[config.mk]
export PLATFORM = sky130hd
export DESIGN_NAME = ps2_mouse_paddle_rx_flat
export DESIGN_NICKNAME = d
export VERILOG_FILES = /design/src/rtl/ps2_mouse_paddle_rx_if.sv /design/src/rtl/ps2_mouse_paddle_rx.sv /design/src/flat_wrapper.sv
export SDC_FILE = /design/constraint.sdc
export NUM_CORES = 1
export LEC_CHECK = 0
export ABC_AREA = 1
export CAP_MARGIN = 40
export CORE_MARGIN = 2
export CORE_UTILIZATION = 45
export DETAILED_ROUTE_END_ITERATION = 16
export GPL_TIMING_DRIVEN = 0
export PLACE_DENSITY_LB_ADDON = 0.15
export SYNTH_ARGS = -nofsm -noshare
export SYNTH_HDL_FRONTEND = slang
export SYNTH_SLANG_ARGS = --single-unit
[constraint.sdc]
create_clock -name clk_25MHz -period 1.8 [get_ports clk_25MHz]
set_input_delay 0.36 -clock clk_25MHz [delete_from_list [all_inputs] [get_ports clk_25MHz]]
set_output_delay 0.36 -clock clk_25MHz [all_outputs]
set_load 0.02 [all_outputs]
[src/rtl/ps2_mouse_paddle_rx_if.sv]
// Pin-side and paddle-side signals of the PS/2 mouse paddle receiver.
// The mouse (master) drives the PS/2 lines; the receiver (slave) drives the paddle outputs.
interface ps2_mouse_paddle_rx_if;
    logic       ps2_clk;
    logic       ps2_data;
    logic [7:0] paddle0_speed;
    logic       paddle0_dir;
    logic       new_data;
    logic       frame_err;

    modport master (
        output ps2_clk, ps2_data,
        input  paddle0_speed, paddle0_dir, new_data, frame_err
    );

    modport slave (
        input  ps2_clk, ps2_data,
        output paddle0_speed, paddle0_dir, new_data, frame_err
    );
endinterface

[src/rtl/ps2_mouse_paddle_rx.sv]
// PS/2 mouse packet receiver: decodes Y motion into paddle0 speed/direction.
// Define PS2_PARITY_CHECK_EN to reject frames whose odd parity is wrong.
module ps2_mouse_paddle_rx #(
    parameter int SYNC_STAGES     = 2,
    parameter int TIMEOUT_CYCLES  = 25000,
    parameter int NEW_DATA_CYCLES = 2
) (
    input  logic                 clk_25MHz,
    input  logic                 reset,
    ps2_mouse_paddle_rx_if.slave bus,
    output logic [1:0]           fsm_state
);
    localparam int TW = $clog2(TIMEOUT_CYCLES + 1);
    localparam int NW = $clog2(NEW_DATA_CYCLES + 1);
`ifdef PS2_PARITY_CHECK_EN
    localparam bit PARITY_CHECK = 1'b1;
`else
    localparam bit PARITY_CHECK = 1'b0;
`endif

    typedef enum logic [1:0] {IDLE, DATA, PARITY, STOP} state_t;
    state_t state, state_next;

    logic [SYNC_STAGES-1:0] clk_sync, data_sync;
    logic          clk_prev, clk_s, data_s, fall;
    logic [2:0]    bit_cnt;
    logic [7:0]    shreg;
    logic          parity_bit;
    logic [1:0]    byte_idx;
    logic          flag_sign, flag_ovf;
    logic [TW-1:0] timer;
    logic          active, timeout, parity_ok, byte_ok, stop_bad;
    logic [8:0]    ysum, mag;
    logic [7:0]    speed_dec;
    logic [7:0]    speed;
    logic          dir, pend, frame_err;
    logic [NW-1:0] nd_cnt;

    assign clk_s     = clk_sync[SYNC_STAGES-1];
    assign data_s    = data_sync[SYNC_STAGES-1];
    assign fall      = clk_prev & ~clk_s;
    assign active    = (state != IDLE) || (byte_idx != 2'd0);
    assign timeout   = active && !fall && (timer == TW'(TIMEOUT_CYCLES - 1));
    assign parity_ok = !PARITY_CHECK || (^{shreg, parity_bit});
    assign fsm_state = state;

    // Idle PS/2 lines are high, so the synchronisers reset to 1 to avoid a phantom edge.
    always_ff @(posedge clk_25MHz or posedge reset) begin
        if (reset) begin
            clk_sync  <= '1;
            data_sync <= '1;
            clk_prev  <= 1'b1;
        end else begin
            clk_sync  <= {clk_sync[SYNC_STAGES-2:0], bus.ps2_clk};
            data_sync <= {data_sync[SYNC_STAGES-2:0], bus.ps2_data};
            clk_prev  <= clk_s;
        end
    end

    always_ff @(posedge clk_25MHz or posedge reset) begin
        if (reset) state <= IDLE;
        else       state <= state_next;
    end

    always_comb begin
        state_next = state;
        byte_ok    = 1'b0;
        stop_bad   = 1'b0;
        if (timeout) begin
            state_next = IDLE;
        end else if (fall) begin
            case (state)
                IDLE:    if (!data_s) state_next = DATA;
                DATA:    if (bit_cnt == 3'd7) state_next = PARITY;
                PARITY:  state_next = STOP;
                default: begin
                    state_next = IDLE;
                    if (data_s && parity_ok) byte_ok  = 1'b1;
                    else                     stop_bad = 1'b1;
                end
            endcase
        end
    end

    always_ff @(posedge clk_25MHz or posedge reset) begin
        if (reset) timer <= '0;
        else if (fall || !active || timeout) timer <= '0;
        else timer <= timer + 1'b1;
    end

    // Y decode from the stored flags and the just-completed byte 2.
    assign ysum      = {flag_sign, shreg};
    assign mag       = flag_sign ? (~ysum + 9'd1) : ysum;
    assign speed_dec = (flag_ovf || mag[8]) ? 8'hFF : mag[7:0];

    always_ff @(posedge clk_25MHz or posedge reset) begin
        if (reset) begin
            bit_cnt    <= '0;
            shreg      <= '0;
            parity_bit <= 1'b0;
            byte_idx   <= '0;
            flag_sign  <= 1'b0;
            flag_ovf   <= 1'b0;
            speed      <= '0;
            dir        <= 1'b0;
            pend       <= 1'b0;
            nd_cnt     <= '0;
            frame_err  <= 1'b0;
        end else begin
            frame_err <= 1'b0;
            pend      <= 1'b0;
            if (pend)               nd_cnt <= NW'(NEW_DATA_CYCLES);
            else if (nd_cnt != '0)  nd_cnt <= nd_cnt - 1'b1;

            if (fall) begin
                case (state)
                    IDLE:   bit_cnt <= '0;
                    DATA: begin
                        shreg   <= {data_s, shreg[7:1]};
                        bit_cnt <= bit_cnt + 1'b1;
                    end
                    PARITY: parity_bit <= data_s;
                    default: ;
                endcase
            end

            if (timeout || stop_bad) begin
                byte_idx  <= 2'd0;
                frame_err <= 1'b1;
            end else if (byte_ok) begin
                case (byte_idx)
                    2'd0: begin
                        // Bit 3 of the flags byte is always set; use it to realign.
                        if (shreg[3]) begin
                            flag_sign <= shreg[5];
                            flag_ovf  <= shreg[7];
                            byte_idx  <= 2'd1;
                        end else begin
                            frame_err <= 1'b1;
                        end
                    end
                    2'd1: byte_idx <= 2'd2;
                    default: begin
                        byte_idx <= 2'd0;
                        speed    <= speed_dec;
                        dir      <= ~flag_sign;
                        pend     <= 1'b1;
                    end
                endcase
            end
        end
    end

    // new_data rises one cycle after speed/dir settle and lasts NEW_DATA_CYCLES cycles.
    assign bus.paddle0_speed = speed;
    assign bus.paddle0_dir   = dir;
    assign bus.new_data      = (nd_cnt != '0);
    assign bus.frame_err     = frame_err;
endmodule

[src/flat_wrapper.sv]
// flat-port wrapper written by rule: the top's interface ports become plain ports
module ps2_mouse_paddle_rx_flat 
#(
    parameter int SYNC_STAGES     = 2,
    parameter int TIMEOUT_CYCLES  = 25000,
    parameter int NEW_DATA_CYCLES = 2
)
  (clk_25MHz, reset, fsm_state, bus_ps2_clk, bus_ps2_data, bus_paddle0_speed, bus_paddle0_dir, bus_new_data, bus_frame_err);
  ps2_mouse_paddle_rx_if bus_i ();
  input  logic clk_25MHz;
  input  logic reset;
  output logic [1:0] fsm_state;
  input wire logic [$bits(bus_i.ps2_clk)-1:0] bus_ps2_clk;
  input wire logic [$bits(bus_i.ps2_data)-1:0] bus_ps2_data;
  output wire logic [$bits(bus_i.paddle0_speed)-1:0] bus_paddle0_speed;
  output wire logic [$bits(bus_i.paddle0_dir)-1:0] bus_paddle0_dir;
  output wire logic [$bits(bus_i.new_data)-1:0] bus_new_data;
  output wire logic [$bits(bus_i.frame_err)-1:0] bus_frame_err;
  assign bus_i.ps2_clk = bus_ps2_clk;
  assign bus_i.ps2_data = bus_ps2_data;
  assign bus_paddle0_speed = bus_i.paddle0_speed;
  assign bus_paddle0_dir = bus_i.paddle0_dir;
  assign bus_new_data = bus_i.new_data;
  assign bus_frame_err = bus_i.frame_err;
  ps2_mouse_paddle_rx #(.SYNC_STAGES(SYNC_STAGES), .TIMEOUT_CYCLES(TIMEOUT_CYCLES), .NEW_DATA_CYCLES(NEW_DATA_CYCLES)) u_core (.clk_25MHz(clk_25MHz), .reset(reset), .bus(bus_i), .fsm_state(fsm_state));
endmodule
After elaboration in Yosys (flattened, before gate mapping)

Index checks and enable logic that the tools add are counted.

Add/sub/neg operators: 4
Multipliers: 0
Divide/modulo/power cells: 0
Magnitude comparators: 0
Equal/unequal tests: 8
Shifts and indexed selects: 0
Mux-type cells: 30
Bitwise logic cells: 6
Reductions and logical operators: 26

Operators by type and width:

| cell                                                                    | count |
|---|---|
| 2-bit two-way mux                                                       | 9 |
| 15-bit by 1-bit adder with 15-bit output, second input constant         | 1 |
| 15-bit == test, second input constant                                   | 1 |
| 1-bit two-way mux                                                       | 15 |
| 15-bit two-way mux                                                      | 1 |
| 2-bit nonzero test                                                      | 7 |
| 9-bit by 1-bit adder with 9-bit output, second input constant           | 1 |
| 9-bit two-way mux                                                       | 1 |
| 9-bit NOT                                                               | 1 |
| 8-bit two-way mux                                                       | 1 |
| 3-bit by 1-bit inequality test with 1-bit output, second input constant | 2 |
| 2-bit case mux with 3 select lines                                      | 1 |
| 3-bit case mux with 2 select lines                                      | 1 |
| 2-bit AND reduction                                                     | 3 |
| 3-bit AND reduction                                                     | 2 |
| 1-bit logical OR                                                        | 5 |
| 2-bit by 1-bit == test with 1-bit output, second input constant         | 2 |
| 2-bit logical NOT                                                       | 2 |
| 1-bit NOT                                                               | 4 |
| 2-bit case mux with 2 select lines                                      | 1 |
| 4-bit AND reduction                                                     | 1 |
| 3-bit by 1-bit adder with 3-bit output, second input constant           | 1 |
| 3-bit == test, second input constant                                    | 1 |
| 3-bit inequality test, second input constant                            | 1 |
| other kinds (7)                                                         | 9 |

Flip-flop bits (word level): 50
Bits in latches: 0
Memory bits (writable): 0
ROM bits: 0
Output and inout port bits: 13
Word-level logic and storage cells: 89
Memories: 0

Depth between registers and ports, before layout

Depth in word-level cells: 9
Gate-level depth with buffers: 9

Least setup slack after synthesis

OpenSTA, ideal clock, no wires.

Path type: register to register
Start point: register u_core.state[0] (netlist: u_core.fsm_state[0])
End point: register u_core.timer[10]
Library setup time: 71 ps
Arrival: 1346 ps
Slack: 383 ps
Stages on the path, launching flop included: 7
Buffers on the path: 1
Path through: dfrtp_1 > inv_1 > ha_1 > a21oi_1 > nand2_2 > buf_6 > nor2_1

Longest elaborated chain between the ends: 6
Elaborated cells between the ends (all ways): 8
Those cells by class: mux: 1; reduce/logical: 7

RTL lines:

| what                                                   | line                                                 | text |
|---|---|---|
| start: declaration                                     | ps2_mouse_paddle_rx.sv:22                            | `state_t state, state_next;` |
| start signal: assignment                               | ps2_mouse_paddle_rx.sv:62                            | `else state <= state_next;` |
| 2-bit nonzero test (*)                                 | ps2_mouse_paddle_rx.sv:42                            | `assign active = (state != IDLE) \|\| (byte_idx != 2'd0);` |
| 1-bit logical OR (*)                                   | ps2_mouse_paddle_rx.sv:42                            |  |
| 1-bit logical NOT or 1-bit logical AND (tied branches) | ps2_mouse_paddle_rx.sv:87, ps2_mouse_paddle_rx.sv:43 |  |
| 1-bit logical OR or 1-bit logical AND (tied branches)  | ps2_mouse_paddle_rx.sv:87, ps2_mouse_paddle_rx.sv:43 |  |
| 1-bit logical OR (*)                                   | ps2_mouse_paddle_rx.sv:87                            | `else if (fall \|\| !active \|\| timeout) timer <= '0;` |
| 15-bit two-way mux (*)                                 | ps2_mouse_paddle_rx.sv:87                            |  |
| end signal: assignment                                 | ps2_mouse_paddle_rx.sv:88                            | `else timer <= timer + 1'b1;` |
| end: declaration                                       | ps2_mouse_paddle_rx.sv:31                            | `logic [TW-1:0] timer;` |

Mark *: on every way between the ends. The rest lies on a longest branch, timed or not.
A chain may end at the register's enable or synchronous reset.

Final worst setup path

Start point: register u_core.nd_cnt[0]
End point: output port bus_new_data

Longest elaborated chain between the ends: 1

RTL lines:

| what                     | line                       | text |
|---|---|---|
| start: declaration       | ps2_mouse_paddle_rx.sv:37  | `logic [NW-1:0] nd_cnt;` |
| start signal: assignment | ps2_mouse_paddle_rx.sv:112 | `if (pend) nd_cnt <= NW'(NEW_DATA_CYCLES);` |
| start signal: assignment | ps2_mouse_paddle_rx.sv:113 | `else if (nd_cnt != '0) nd_cnt <= nd_cnt - 1'b1;` |
| 2-bit nonzero test       | ps2_mouse_paddle_rx.sv:157 | `assign bus.new_data = (nd_cnt != '0);` |
| end: declaration         | flat_wrapper.sv:17         | `output wire logic [$bits(bus_i.new_data)-1:0] bus_new_data;` |

No other way between the ends.

==> PnR_summary.wiki <==
{| class="wikitable"
! Metric !! Value
|-
| Row cnt || 27
|-
| Clock root buffer master || clkbuf_8
|-
| Antenna violations before repair || 0
|-
| CTS clock-pin slew for the worst setup and hold paths || 0.09 ns
|-
| Insertion delay of the later-clocked pin in the worst-skew pair || 0.30 ns
|-
| Post-synth top cells || nand2_1, dfrtp_1, nor2_1
|-
| Worst VDD drop || 559 µV
|-
| H-tree depth reported by CTS || 2
|-
| Most area-hungry cell type in the Yosys netlist || dfrtp_1
|-
| Detailed Route Iter0 Violations || 133
|-
| Worst reg2reg path endpoint || u_core.timer[10]
|-
| Worst setup EP type || output pin
|-
| Maximum clock frequency || 0.581 GHz
|-
| Clk sink count || 50
|-
| Setup repair after global routing missed its margin || false
|-
| EDFF count, synth || 0
|-
| Worst reg2reg setup slack || 0.20 ns
|-
| Post-synthesis instance area || 2530 µm²
|-
| Most used flip-flop cell after synthesis || dfrtp_1
|-
| Number of buffers inserted during clock tree synthesis || 5
|-
| Delay contributed by the slowest stage of the critical path || 0.35 ns
|-
| Period utilisation layout || 0.955
|-
| Crit-path slowest cell || dfrtp_1
|-
| Gate family responsible for the most delay along the worst path || buffers and inverters
|-
| Wire length of the first global-routing pass || 8.59 mm
|-
| Design Power || 0.00310 W
|-
| Count of hold-fix buffers inserted at cts || 0
|-
| Number of nets with antenna violations after detailed routing || 0
|-
| Max Slew Vio Count || 0
|-
| Final Hold Viols || 0
|-
| Mean instance size in the synthesized netlist || 8.09 µm²
|-
| Average routed wire per standard cell || 11.4 µm
|-
| Final number of setup-violating endpoints || 0
|-
| Reg2Reg Launch Point || u_core.timer[0]
|-
| Chip Height || 79.0 µm
|-
| Sequential fraction of the synthesis area || 0.497
|-
| Top Ports || 17
|-
| Status || finished, final reports clean
|-
| Source of the critical timing path || u_core.nd_cnt[0]
|-
| Clock tree from TritonCTS || built
|-
| Unique cell type count in the Yosys netlist || 24
|-
| Max_cap viols || 0
|-
| Detailed-route DRC error count || 0
|-
| Horizontal extent of the die || 79.0 µm
|-
| Ratio of routed vias to standard cells || 4.86
|-
| Die Outline Area || 6240 µm²
|-
| CORE AREA || 5470 µm²
|-
| Series of cell instances along the critical path || inv_1 > ha_1 > inv_1 > dlygate4sd2_1
|-
| Slew of the pin with the lowest slew margin || 0.350 ns
|-
| Data required time at the worst endpoint || 1.44 ns
|-
| Number of cells traversed by the worst register-to-register path || 7
|-
| CP Data Arrival Time || 1.36 ns
|-
| Areal power density over the cells || 1070 nW/µm²
|-
| Final nets || 350
|-
| Fin Hold WS || 0.327 ns
|-
| Worst clock skew || 0.00711 ns
|-
| Via count || 1991
|-
| Initial cell density of the core || 0.463
|-
| Instance area after placement || 2800 µm²
|-
| Final Wtd Congestion || 0.881
|-
| Pin count of the biggest net entering global routing || 40
|-
| Hold Crit Class || in2async
|-
| Tightest slew margin relative to the limit || 0.764
|-
| Min cycle time layout || 1.72 ns
|-
| Global router's overall resource usage || 0.172
|-
| Number of iterations in the first detailed-routing pass || 4
|-
| Number of warnings reported in the yosys synthesis log || 0
|-
| Overall overflow remaining after global route || 0
|-
| Cell count after placement || 402
|-
| Post-detailed-routing wire length || 4.67 mm
|-
| Placed wire-length estimate after detailed placement || 3.50 mm
|-
| Final cell count without fillers || 410
|-
| Share of final-layout standard cells stronger than drive strength 1 || 0.0828
|-
| Cell with the most instances on the worst path || inv_1
|-
| Kind of critical path || reg2out
|-
| Leakage power total || 1.40 nW
|-
| Design Area, Final || 2910 µm²
|-
| Number of global-route vias before repair || 1930
|-
| Register bit count reported by yosys || 50
|-
| Net count after synthesis || 326
|-
| Maximum buffer depth of the clock tree || 2
|-
| Post-Synthesis Cells || 313
|-
| Most common cell in the synthesized netlist || nand2_1
|-
| Buffers & Inverters on Critical Path || 3
|-
| Kind of start point of the critical path || flip-flop
|-
| Area delta synth->final || 14.8%
|-
| Critical path capture point || bus_new_data
|-
| Top fanout value on the critical path || 4
|-
| Top post-synthesis cells by area || dfrtp_1, nand2_1, nor2_1, inv_1, dfstp_2
|-
| Critical path depth || 4
|-
| Antenna cells || 0
|-
| Port-buffer cells || 16
|-
| Share of Yosys cell area claimed by the top area cell type || 0.445
|-
| Share of synthesized flip-flops with an asynchronous set or reset || 1.00
|}
==> per-stage QoR <==
stage	utilization	TNS [ns]	worst slack [ns]
final	0.531	0	0.0803
after floorplan	-	0	0.247
after CTS	0.531	0	0.0601
after global placement	0.508	-34.51	-0.736
after detailed placement	0.512	0	0.131
after global routing	0.531	0	0.0125
==> flip-flops by register name, indices dropped and copies added, names as in the netlist, 2 cells and up <==
signal	cells
u_core.timer	15
u_core.bus.paddle0_speed	8
u_core.shreg	8
u_core.bit_cnt	3
u_core.byte_idx	2
u_core.clk_sync	2
u_core.data_sync	2
u_core.fsm_state	2
u_core.nd_cnt	2
==> cell usage in the layout (no fill, tap or decap), types with 5 or more instances in the layout <==
cell             count
dfrtp_1             45
inv_1               41
nand2_1             78
nor2_1              45
nand3_1             16
dfstp_2              5
clkbuf_8             7
nor3_1              14
xor2_1               5
nand4_1              7
clkdlybuf4s50_1     15
a21oi_1              5
ha_1                 9
o21ai_0             23
==> per-layer routing <==
| layer | up-vias | part of all wire | track usage | routed length (µm) |
|---|---|---|---|---|
| met5 | - | 0 | 0 | 0 |
| met4 | 0 | 0.016 | 0.0707 | 76 |
| met3 | 8 | 0.024 | 0.0250 | 114 |
| met2 | 27 | 0.47 | 0.284 | 2210 |
| met1 | 924 | 0.49 | 0.226 | 2270 |
| li1 | 1032 | - | - | - |
==> worst reg2reg max path: stages (launching register included) <==
cell	delay, ns
dfrtp_1	0.37
ha_1	0.22
nand2_1	0.13
nor3_1	0.31
nand2_1	0.11
nand2_2	0.14
buf_6	0.16
nor2_1	0.05
==> layout make-up <==
class,count,area [µm²]
tap,72,90.1
inverter,44,165
timing repair buffer,17,179
clock inverter,1,8.76
buffer,4,32.5
clock buffer,7,96.3
sequential,50,1260
fill,531,2570
multi-input combinational,215,1080
==> kinds of logic after synthesis <==
group	synth area share
AO/OA/AOI/OAI	0.0632
XOR/XNOR	0.0173
adder cells (fa/ha/maj)	0.0445
buffers and inverters	0.0781
flip-flops	0.497
AND/OR/NAND/NOR	0.300
==> power by group <==
group | leakage (nW) | internal, W | switching, W | total [W]
Sequential | 0.663 | 0.00130 | 0.000161 | 0.00146
Clock | 0.0544 | 0.000352 | 0.000360 | 0.000712
Combinational | 0.683 | 0.000350 | 0.000579 | 0.000928
Total | 1.40 | 0.00200 | 0.00110 | 0.00310
==> timing repair <==
item                                    in CTS  in global routing
buffers inserted                             0                  0
endpoints found under the setup margin       1                  0
resized for setup                            1                  0
==> how the worst min path moves through the flow <==
stage / to / depth (start not counted) / slack [ns] / startpoint
2_1_floorplan: u_core.clk_sync[1] / 0 / 0.35 / u_core.clk_sync[0]
3_3_place_gp: u_core.clk_sync[1] / 0 / 0.35 / u_core.clk_sync[0]
3_5_place_dp: u_core.clk_sync[1] / 0 / 0.35 / u_core.clk_sync[0]
4_1_cts: u_core.nd_cnt[1] / 2 / 0.33 / reset
5_1_grt: u_core.nd_cnt[1] / 2 / 0.35 / reset
6_report: u_core.pend / 2 / 0.33 / reset
Power figures use the tool's default switching activity.
